File: src/rtl/vn_iter_update_ctrl.sv
// VN IB-RAM iteration update controller.
// One request runs FETCH (ROM latch strobe), PRIME (ROM read latency),
// WRITE (one page per cycle) and DONE (completion pulse). Then it advances
// the iteration counter that selects the ROM group and the in-group index.
// Every output is a flop, loaded from the next-state values, so each output
// lines up with the state the FSM is in during that cycle.
module vn_iter_update_ctrl #(
    parameter int ITER_ADDR_BW = 5,
    parameter int PAGE_ADDR_BW = 6,
    parameter int PAGE_NUM     = 64,
    parameter int ITER_GRP     = 25,
    parameter int ITER_MAX     = 50,
    parameter int ROM_LAT      = 2
) (
    input  logic                    write_clk,
    input  logic                    rst,
    input  logic                    update_req,
    input  logic                    iter_clr,
    output logic                    busy,
    output logic                    update_done,
    output logic                    rom_port_fetch,
    output logic [ITER_ADDR_BW-1:0] latch_iter,
    output logic                    iter_switch,
    output logic                    wr_en,
    output logic [PAGE_ADDR_BW-1:0] wr_page_addr,
    output logic                    last_iter
);

    localparam int ITER_CNT_BW = (ITER_MAX > 1) ? $clog2(ITER_MAX) : 1;
    localparam int PRIME_BW    = (ROM_LAT  > 1) ? $clog2(ROM_LAT)  : 1;

    localparam logic [ITER_CNT_BW-1:0]  ITER_LAST  = ITER_CNT_BW'(ITER_MAX - 1);
    localparam logic [ITER_CNT_BW-1:0]  ITER_GRP_C = ITER_CNT_BW'(ITER_GRP);
    localparam logic [PRIME_BW-1:0]     PRIME_LAST = PRIME_BW'(ROM_LAT - 1);
    localparam logic [PAGE_ADDR_BW-1:0] PAGE_LAST  = PAGE_ADDR_BW'(PAGE_NUM - 1);

    typedef enum logic [2:0] {
        ST_IDLE,
        ST_FETCH,
        ST_PRIME,
        ST_WRITE,
        ST_DONE
    } state_e;

    state_e                  state_q, state_d;
    logic [ITER_CNT_BW-1:0]  iter_cnt_q, iter_cnt_d;
    logic [PRIME_BW-1:0]     prime_cnt_q, prime_cnt_d;

    logic                    busy_q, busy_d;
    logic                    update_done_q, update_done_d;
    logic                    rom_port_fetch_q, rom_port_fetch_d;
    logic                    wr_en_q, wr_en_d;
    logic [PAGE_ADDR_BW-1:0] wr_page_addr_q, wr_page_addr_d;
    logic [ITER_ADDR_BW-1:0] latch_iter_q, latch_iter_d;
    logic                    iter_switch_q, iter_switch_d;
    logic                    last_iter_q, last_iter_d;

    // Next-state logic: FSM sequencing, PRIME latency count, iteration counter.
    always_comb begin
        // NOTE: every variable gets a default before the case so that no path leaves it unassigned, which would infer a latch.
        state_d     = state_q;
        iter_cnt_d  = iter_cnt_q;
        prime_cnt_d = '0;
        unique case (state_q)
            ST_IDLE: begin
                // A clear applies before any update, so an update requested in the same cycle uses iteration 0.
                if (iter_clr) begin
                    iter_cnt_d = '0;
                end
                if (update_req) begin
                    state_d = ST_FETCH;
                end
            end
            ST_FETCH: begin
                state_d = ST_PRIME;
            end
            ST_PRIME: begin
                if (prime_cnt_q == PRIME_LAST) begin
                    state_d = ST_WRITE;
                end else begin
                    prime_cnt_d = prime_cnt_q + PRIME_BW'(1);
                end
            end
            ST_WRITE: begin
                // wr_page_addr_q holds the page being written this cycle.
                if (wr_page_addr_q == PAGE_LAST) begin
                    state_d = ST_DONE;
                end
            end
            ST_DONE: begin
                state_d    = ST_IDLE;
                iter_cnt_d = (iter_cnt_q == ITER_LAST) ? '0 : iter_cnt_q + ITER_CNT_BW'(1);
            end
            default: begin
                state_d = ST_IDLE;
            end
        endcase
    end

    // Output next values, decoded from the next state and next iteration count.
    always_comb begin
        busy_d           = (state_d != ST_IDLE);
        rom_port_fetch_d = (state_d != ST_FETCH);
        wr_en_d          = (state_d == ST_WRITE);
        update_done_d    = (state_d == ST_DONE);
        wr_page_addr_d   = '0;
        if (state_d == ST_WRITE && state_q == ST_WRITE) begin
            wr_page_addr_d = wr_page_addr_q + PAGE_ADDR_BW'(1);
        end
        // The count never reaches 2*ITER_GRP, so a single subtraction gives the value mod ITER_GRP.
        if (iter_cnt_d >= ITER_GRP_C) begin
            latch_iter_d  = ITER_ADDR_BW'(iter_cnt_d - ITER_GRP_C);
            iter_switch_d = 1'b1;
        end else begin
            latch_iter_d  = ITER_ADDR_BW'(iter_cnt_d);
            iter_switch_d = 1'b0;
        end
        last_iter_d = (iter_cnt_d == ITER_LAST);
    end

    // State, counter and output registers with synchronous reset.
    always_ff @(posedge write_clk) begin
        if (rst) begin
            // NOTE: sequential state uses non-blocking assignments so every flop samples pre-edge values.
            state_q          <= ST_IDLE;
            iter_cnt_q       <= '0;
            prime_cnt_q      <= '0;
            busy_q           <= 1'b0;
            update_done_q    <= 1'b0;
            rom_port_fetch_q <= 1'b1;
            wr_en_q          <= 1'b0;
            wr_page_addr_q   <= '0;
            latch_iter_q     <= '0;
            iter_switch_q    <= 1'b0;
            last_iter_q      <= 1'b0;
        end else begin
            state_q          <= state_d;
            iter_cnt_q       <= iter_cnt_d;
            prime_cnt_q      <= prime_cnt_d;
            busy_q           <= busy_d;
            update_done_q    <= update_done_d;
            rom_port_fetch_q <= rom_port_fetch_d;
            wr_en_q          <= wr_en_d;
            wr_page_addr_q   <= wr_page_addr_d;
            latch_iter_q     <= latch_iter_d;
            iter_switch_q    <= iter_switch_d;
            last_iter_q      <= last_iter_d;
        end
    end

    assign busy           = busy_q;
    assign update_done    = update_done_q;
    assign rom_port_fetch = rom_port_fetch_q;
    assign wr_en          = wr_en_q;
    assign wr_page_addr   = wr_page_addr_q;
    assign latch_iter     = latch_iter_q;
    assign iter_switch    = iter_switch_q;
    assign last_iter      = last_iter_q;

endmodule
File: config.mk
export PLATFORM = sky130hd
export DESIGN_NAME = vn_iter_update_ctrl
export DESIGN_NICKNAME = d
export VERILOG_FILES = /design/src/rtl/vn_iter_update_ctrl.sv
export SDC_FILE = /design/constraint.sdc
export NUM_CORES = 1
export LEC_CHECK = 0
export CAP_MARGIN = 20
export CORE_MARGIN = 1.5
export CORE_UTILIZATION = 30
export DETAILED_ROUTE_END_ITERATION = 6
export SLEW_MARGIN = 20
export SYNTH_ARGS = -nofsm -noshare
export SYNTH_HDL_FRONTEND = slang
export SYNTH_SLANG_ARGS = --single-unit
export TNS_END_PERCENT = 50
File: constraint.sdc
create_clock -name write_clk -period 5.1 [get_ports write_clk]
set_input_delay 0.51 -clock write_clk [delete_from_list [all_inputs] [get_ports write_clk]]
set_output_delay 0.51 -clock write_clk [all_outputs]
set_load 0.01 [all_outputs]
# Yosys cells after proc, flatten, opt, wreduce, memory -nomap -nowiden
# Cells that the tools add are included.
op_classes:
  n_addsub: 4
  n_lt_le_gt_ge: 1
  eq_ne: 10
  muxes: 9
  bitwise: 2
  n_reduce_logical: 5
ops:
  columns: ["operator", "count"]
  rows:
  - ["6-bit == test, second input constant", 3]
  - ["6-bit by 1-bit adder with 6-bit output, second input constant", 2]
  - ["6-bit 2-to-1 mux", 2]
  - ["3-bit case mux with 4 select lines", 1]
  - ["6-bit case mux with 2 select lines", 1]
  - ["3-bit by 2-bit == test with 1-bit output, second input constant", 3]
  - ["3-bit 2-to-1 mux", 3]
  - ["3-bit == test, second input constant", 2]
  - ["6-bit by 5-bit greater-or-equal comparator with 1-bit output, second input constant", 1]
  - ["5-bit 2-to-1 mux", 1]
  - ["5-bit subtractor, second input constant", 1]
  - ["3-bit by 1-bit == test with 1-bit output, second input constant", 1]
  - ["3-bit zero test", 1]
  - ["3-bit by 1-bit != test with 1-bit output, second input constant", 1]
  - ["3-bit nonzero test", 1]
  - ["3-bit OR reduction", 1]
  - ["1-bit inverter", 2]
  - ["2-bit OR reduction", 1]
  - ["1-bit adder, second input constant", 1]
  - ["1-bit logical AND", 1]
  - ["1-bit 2-to-1 mux", 1]
word_totals:
  ff_bits: 27
  wordCells: 42

# Depth between registers and ports, before layout
# Gate-level depths: netlist of run 1.
depth:
  word_depth: 7
  depth_mapped: 10
  depth_no_buf: 10

# Least setup slack after synthesis of run 1
# Ideal clock, no wire load.
synth_path:
  path_kind: "register -> register"
  startpoint: "reg state_q[0]"
  endpoint: "reg latch_iter_q[0] (netlist: latch_iter[0])"
  setup_time_ns: 0.123
  t_arrival_ns: 2.211
  t_required_ns: 4.977
  setup_slack_ns: 2.766
  path_stages_with_launch: 11
  path_buffers: 2
  period_less_slack_ns: 2.334
  path_cell_list: "dfxtp_1 > buf_6 > or2_0 > buf_6 > o21ai_0 > o21a_1 > inv_1 > ha_1 > nand4b_2 > a311oi_2 > mux2_1"
synth_between:
  elab_chain_cells: 4
  elab_cells_between_ends: 6
synth_lines:
  columns: ["element", "line", "source"]
  rows:
  - ["from (decl)", "45", "state_e state_q, state_d;"]
  - ["from (signal assigned)", "137", "state_q <= state_d;"]
  - ["3-bit == test or 3-bit zero test (tied branches)", "64", "unique case (state_q)"]
  - ["6-bit case mux with 2 select lines (*)", "64", null]
  - ["net iter_cnt_d[0]", "46", "logic [ITER_CNT_BW-1:0] iter_cnt_q, iter_cnt_d;"]
  - ["5-bit subtractor or 6-bit by 5-bit greater-or-equal comparator with 1-bit output (tied branches)", "112, 111", null]
  - ["5-bit 2-to-1 mux (*)", "111", "if (iter_cnt_d >= ITER_GRP_C) begin"]
  - ["to (signal assigned)", "145", "latch_iter_q <= latch_iter_d;"]
  - ["to (decl)", "54", "logic [ITER_ADDR_BW-1:0] latch_iter_q, latch_iter_d;"]
# Mark *: on every way through the listed nets, which the timed path passes. The rest lies on a longest branch.
# A chain may end at the register's enable or synchronous reset.

# Worst setup path after layout of run 1
layout_path:
  startpoint: "reg iter_cnt_q[0]"
  endpoint: "reg latch_iter_q[1] (netlist: latch_iter[1])"
layout_between:
  elab_chain_cells: 5
  elab_cells_between_ends: 8
layout_lines:
  columns: ["element", "line", "source"]
  rows:
  - ["from (decl)", "46", null]
  - ["from (signal assigned)", "138", "iter_cnt_q <= iter_cnt_d;"]
  - ["6-bit by 1-bit adder with 6-bit output or 6-bit == test (tied branches)", "92", "iter_cnt_d = (iter_cnt_q == ITER_LAST) ? '0 : iter_cnt_q + ITER_CNT_BW'(1);"]
  - ["6-bit 2-to-1 mux", "92", null]
  - ["6-bit case mux with 2 select lines (*)", "64", null]
  - ["net iter_cnt_d[0]", "46", null]
  - ["5-bit subtractor or 6-bit by 5-bit greater-or-equal comparator with 1-bit output (tied branches)", "112, 111", null]
  - ["5-bit 2-to-1 mux (*)", "111", null]
# Marks and branches as above.

==> impl_metrics.csv, run 1 <==
group,metric,value,unit
synth,synth_ff_type,"dfxtp_1",
route,post_drt_wl_per_cell,13.59,um
pwr,power,0.3666,mW
synth,synthCells,139,
placement,place_ws,2201,ps
timing,rsz0062_at_grt,"false",
final_layout,fin_nets,168,
route,drc,0,
synth,synth_seq_cells,27,
timing,max_freq,367.0,MHz
worst_hold_path,hold_path.class,"flip-flop to flip-flop",
timing,finalCriticalPeriod,2724,ps
floorplan,core,4058,sq um
final_layout,multi_input_area,689.4,sq um
critical_path,endpoint_kind,"flip-flop",
floorplan,rows,23,
timing,tns,0,ps
critical_path,required,5260,ps
critical_path,criticalPathCategory,"flip-flop to flip-flop",
route,totalWireLength,2826,um
clock_network,ctsResizeCount,0,
clock_network,ctsHoldBuffers,0,
clock_network,clock-sinks,27,
timing,slew_violations,0,
clock_network,cts.root.buffer_cell,"clkbuf_8",
critical_path,worstReg2RegStart,"iter_cnt_q[0]",
critical_path,r2r-end,"latch_iter[1]",
timing,hold_viol,0,
final_layout,diodes,0,
synth,yosysSeqAreaShare,42.15,%
grt,antenna_found_initial,0,
route,vias,1096,
synth,syn_nets,148,
timing,hold_ws,466.5,ps
clock_network,postCtsSetupRepairBufs,0,
pwr,irDropWorstVdd,0.1029,mV
final_layout,fin_cells,208,
floorplan,die_height,68.38,um
grt,grt_max_degree,18,
placement,dp_hpwl,2087,um
grt,grt_util_all_layers,13.33,%
grt,grt_pass1_wl,4719,um
floorplan,io_pins,21,
timing,skew,8.078,ps
floorplan,die_w,68.38,um
timing,finalCritPeriodShare,53.42,%
synth,async_flop_share,0,%
worst_hold_path,hold-path-cell-count,1,
placement,placed_area,1511,sq um
worst_hold_path,hold_end,"prime_cnt_q",
timing,setup_ws,2376,ps
synth,syn_avg_cell_area,9.226,sq um
critical_path,cp-start-kind,"flip-flop",
critical_path,r2r_setup_slack,2380,ps
final_layout,area_growth,21.76,%
worst_hold_path,hp-start,"prime_cnt_q",
clock_network,clockBufferDepth,2,
grt,grt-ovfl-total,0,
pwr,leakagePower,0.5646,nW
job,drv_cap,0,
clock_network,tritoncts,"built",
critical_path,cp_data_arrival_time,2890,ps
placement,dp_cells,204,
synth,ys_types,44,
synth,synth_edf_count,0,
placement,gp_congestion,0.8270,
timing,setup_viol,0,
pwr,powerDensity,234.8,nW/um^2
clock_network,clk_latency,270,ps
placement,port_buffers,20,
timing,worst_slew_pin_slew,676.0,ps
clock_network,cts.reportedPaths.clkPinSlew,100,ps
floorplan,dieArea,4676,sq um
clock_network,cts_max_level,1,
final_layout,fin_util,38.48,%
status,status,"finished, final reports clean",
critical_path,path_max_fanout,7,
final_layout,fillers,401,
grt,grt_pass1_vias,1048,
timing,relSlewSlack,54.56,%
floorplan,start_util,31.61,%
synth,synth_area,1282,sq um
route,drt-vias-per-instance,5.269,
route,drtIter0Drc,24,
route,first_pass_iters,4,
clock_network,numCtsBuffers,3,
final_layout,layout.area.seq,540.5,sq um
synth,ys_warn_count,0,
critical_path,rr_worst_depth,9,
final_layout,drive_gt1_share,5.063,%
route,ant_nets,0,
final_layout,fin_area,1562,sq um
## per-layer routing
metal	share of wire [%]	up-vias	routed length (um)	global-route usage [%]
met5	0	-	0	0
met4	0.74	0	21	4.500
met3	5.0	2	141	3.289
met2	47	28	1334	22.48
met1	47	518	1328	16.43
li1	-	548	-	-
## layout make-up
class                           instances  share of cell area [%]
Timing Repair Buffer                   20                   12.82
Sequential cell                        27                   34.62
Multi-Input combinational cell        102                   44.15
Clock buffer                            3                   2.644
Inverter                                5                   1.202
Tap cell                               50                   4.006
Clock inverter                          1                  0.5609
## flip-flops by register name, summed over array words and instances, names as in the netlist
signal	cells
busy	1
last_iter	1
rom_port_fetch	1
iter_cnt_q	6
wr_page_addr	6
update_done	1
latch_iter	5
state_q	3
iter_switch	1
prime_cnt_q	1
wr_en	1
## cell usage after synthesis (all sizes together), types with 3 or more instances
master / instances / area (sq um)
dfxtp: 27 / 540.5
nor2: 23 / 86.33
nor3: 9 / 45.04
nand3: 7 / 35.03
ha: 5 / 62.56
inv: 5 / 18.77
nand2: 4 / 15.01
o21ai: 4 / 20.02
a21oi: 3 / 15.01
clkbuf: 3 / 11.26
nor2b: 3 / 18.77
o21a: 3 / 22.52
xnor2: 3 / 26.28
## kinds of logic (layout without fill, tap and decap cells)
group	count (synthesis)	in the layout	share of synthesized area, %
adders and majority gates	5	5	4.878
AOI/OAI and AO/OA	31	31	20.00
DFF	27	27	42.15
xor gates and xnor gates	4	4	2.732
buffers and inverters	10	29	4.098
muxes	2	2	1.756
and+or+nand+nor	60	60	24.39
## power by group
group          switching [mW]  total, mW  leakage [nW]  internal (mW)
sequential            0.00326      0.217         0.218          0.214
combinational          0.0132     0.0226         0.320        0.00941
clock                  0.0695      0.127        0.0261         0.0573
total                  0.0859      0.367         0.565          0.281
## cells in the final DEF, fill, tap and decap left out, types with 4 or more instances in the layout
| cell | n |
|---|---|
| dfxtp_1 | 27 |
| nor2_1 | 23 |
| clkdlybuf4s50_1 | 20 |
| nor3_1 | 9 |
| nand3_1 | 7 |
| inv_1 | 5 |
| ha_1 | 5 |
| o21ai_0 | 4 |
| nand2_1 | 4 |
## worst max-delay path: stages (launching register included)
cell and delay, ps:
dfxtp_1 460, ha_1 210, nand4b_1 230, o21bai_1 260, o21a_1 180, inv_1 70
ha_1 220, nand4b_2 230, a311oi_2 400, mux2_1 360
## worst max-delay path by stage
stage | endpoint | cells past startpoint | slack (ps) | startpoint
finish | latch_iter[1] | 9 | 2380 | iter_cnt_q[0]
global route | latch_iter[1] | 9 | 2180 | iter_cnt_q[0]
CTS | latch_iter[1] | 9 | 2410 | iter_cnt_q[0]
detailed placement | latch_iter[1] | 8 | 2200 | iter_clr
global placement | latch_iter[0] | 8 | 2250 | iter_clr
floorplan | latch_iter[0] | 10 | 2770 | state_q[0]
Power figures use the tool's default switching activity.
==> inputs of run 2 (changes only) <==
clock period = 2.7 ns   (was 5.1 ns; I/O delays follow)
==> run 2 against run 1 <==
Net effect: fmax up 7.2%; cell count up 2.4%; utilization grew 0.93 points; register-to-register slack got worse by 2200 ps; global-route usage decreased by 0.52 points.
==> impl_metrics.csv, run 2 (synthesized netlist as in run 1, its figures left out) <==
group,metric,value,unit
clock_network,clk_latency,280,ps
pwr,powerDensity,438.3,nW/um^2
timing,tns,0,ps
floorplan,start_util,31.61,%
route,drc,0,
grt,grt_util_all_layers,12.81,%
critical_path,cp_data_arrival_time,2710,ps
grt,grt-ovfl-total,0,
route,vias,1090,
floorplan,dieArea,4676,sq um
placement,dp_cells,209,
grt,antenna_found_initial,0,
placement,place_ws,129.3,ps
floorplan,core,4058,sq um
route,first_pass_iters,4,
timing,skew,1.949,ps
timing,setup_viol,0,
timing,max_freq,393.6,MHz
clock_network,postCtsSetupRepairBufs,0,
critical_path,path_max_fanout,5,
worst_hold_path,hp-start,"prime_cnt_q",
critical_path,endpoint_kind,"flip-flop",
clock_network,ctsResizeCount,0,
clock_network,ctsHoldBuffers,0,
floorplan,io_pins,21,
clock_network,tritoncts,"built",
clock_network,numCtsBuffers,3,
status,status,"finished, final reports clean",
placement,placed_area,1549,sq um
pwr,intPower,0.5339,mW
route,highest_layer,"met4",
final_layout,layout.area.seq,540.5,sq um
timing,relSlewSlack,62.92,%
timing,rsz0062_at_grt,"false",
pwr,power.share.clock,34.8,%
grt,grt_max_degree,18,
final_layout,fin_cells,213,
route,route.met2.wl,1225,um
critical_path,cp-start-kind,"flip-flop",
route,totalWireLength,2729,um
final_layout,mostFrequentLayoutCells,"27 x dfxtp_1, 23 x nor2_1, 20 x clkdlybuf4s50_1, 9 x nor3_1, 7 x nand3_1",
final_layout,fillers,405,
clock_network,cts_max_level,1,
route,drtIter0Drc,44,
critical_path,required,2870,ps
grt,grt_pass1_vias,1012,
critical_path,worstReg2RegStart,"iter_cnt_q[1]",
job,drv_cap,0,
critical_path,crit_path_start,"iter_cnt_q[1]",
clock_network,clockBufferDepth,2,
final_layout,drive_gt1_share,7.975,%
clock_network,cts.root.buffer_cell,"clkbuf_8",
pwr,leakagePower,0.5895,nW
route,wl_met1,1375,um
route,met3_length,97,um
floorplan,die_height,68.38,um
final_layout,fin_area,1599,sq um
pwr,comb_power_share,6.6,%
timing,finalCriticalPeriod,2541,ps
final_layout,final_common_cell,"dfxtp_1",
floorplan,rows,23,
grt,grt_pass1_wl,4491,um
timing,finalCritPeriodShare,94.11,%
pwr,power,0.7009,mW
critical_path,criticalPathCategory,"flip-flop to flip-flop",
timing,slew_violations,0,
pwr,swShare,23.83,%
pwr,irDropWorstVdd,0.2239,mV
timing,worst_slew_pin_slew,556.3,ps
final_layout,diodes,0,
route,post_drt_wl_per_cell,12.81,um
route,ant_nets,0,
timing,setup_ws,159.0,ps
final_layout,multi_input_area,689.4,sq um
timing,hold_viol,0,
placement,gp_congestion,0.8320,
clock_network,cts.reportedPaths.clkPinSlew,100,ps
floorplan,die_w,68.38,um
pwr,power_switching,0.1670,mW
final_layout,fin_nets,173,
placement,port_buffers,20,
worst_hold_path,hold_path.class,"flip-flop to flip-flop",
placement,dp_hpwl,2067,um
route,drt-vias-per-instance,5.117,
pwr,power_frac_seq,58.6,%
final_layout,area_growth,24.68,%
clock_network,clock-sinks,27,
-- run 2: worst paths after layout --
kind                        end  slack (ps)  cells after the start
setup / recovery  latch_iter[0]         160                      9
setup reg to reg  latch_iter[0]         160                      9
hold reg to reg     prime_cnt_q         450                      1
hold / removal      prime_cnt_q         450                      1
-- run 2: metrics by stage --
step | utilization (%) | hold slack [ps]
2_1_floorplan | - | 350.3
3_3_place_gp | 38.17 | 441.9
3_5_place_dp | 38.17 | 442.7
4_1_cts | 39.41 | 457.9
5_1_grt | 39.41 | 482.7
6_report | 39.41 | 454.7
-- run 2: per-layer routing --
layer	GRT usage, %	up-vias
met5	0	-
met4	5.750	0
met3	2.796	4
met2	19.11	25
met1	17.52	502
li1	-	559
-- run 2: power by group through the flow --
stage,logic (mW),registers (mW),clock network (mW)
global placement,0.0457,0.419,0
global route,0.0514,0.412,0.273
CTS,0.0464,0.411,0.253
floorplan,0.0325,0.418,0
detailed placement,0.0465,0.420,0
finish,0.0461,0.411,0.244
-- run 2: area by class of cell --
type,count,area share [%]
clock buffers,3,2.582
clock inverters,1,0.5477
inverters,5,1.174
multi-input cells,102,43.11
flip-flops and latches,27,33.80
well taps,50,3.912
repair buffers,25,14.87
-- run 2: worst max-delay path, cell delays in order, from the launching register on --
cell	delay [ps]
dfxtp_1	410
inv_1	70
ha_1	280
nor2b_1	110
o21ai_0	120
o21a_1	230
ha_1	210
nand4b_2	230
a311oi_2	410
mux2_1	360
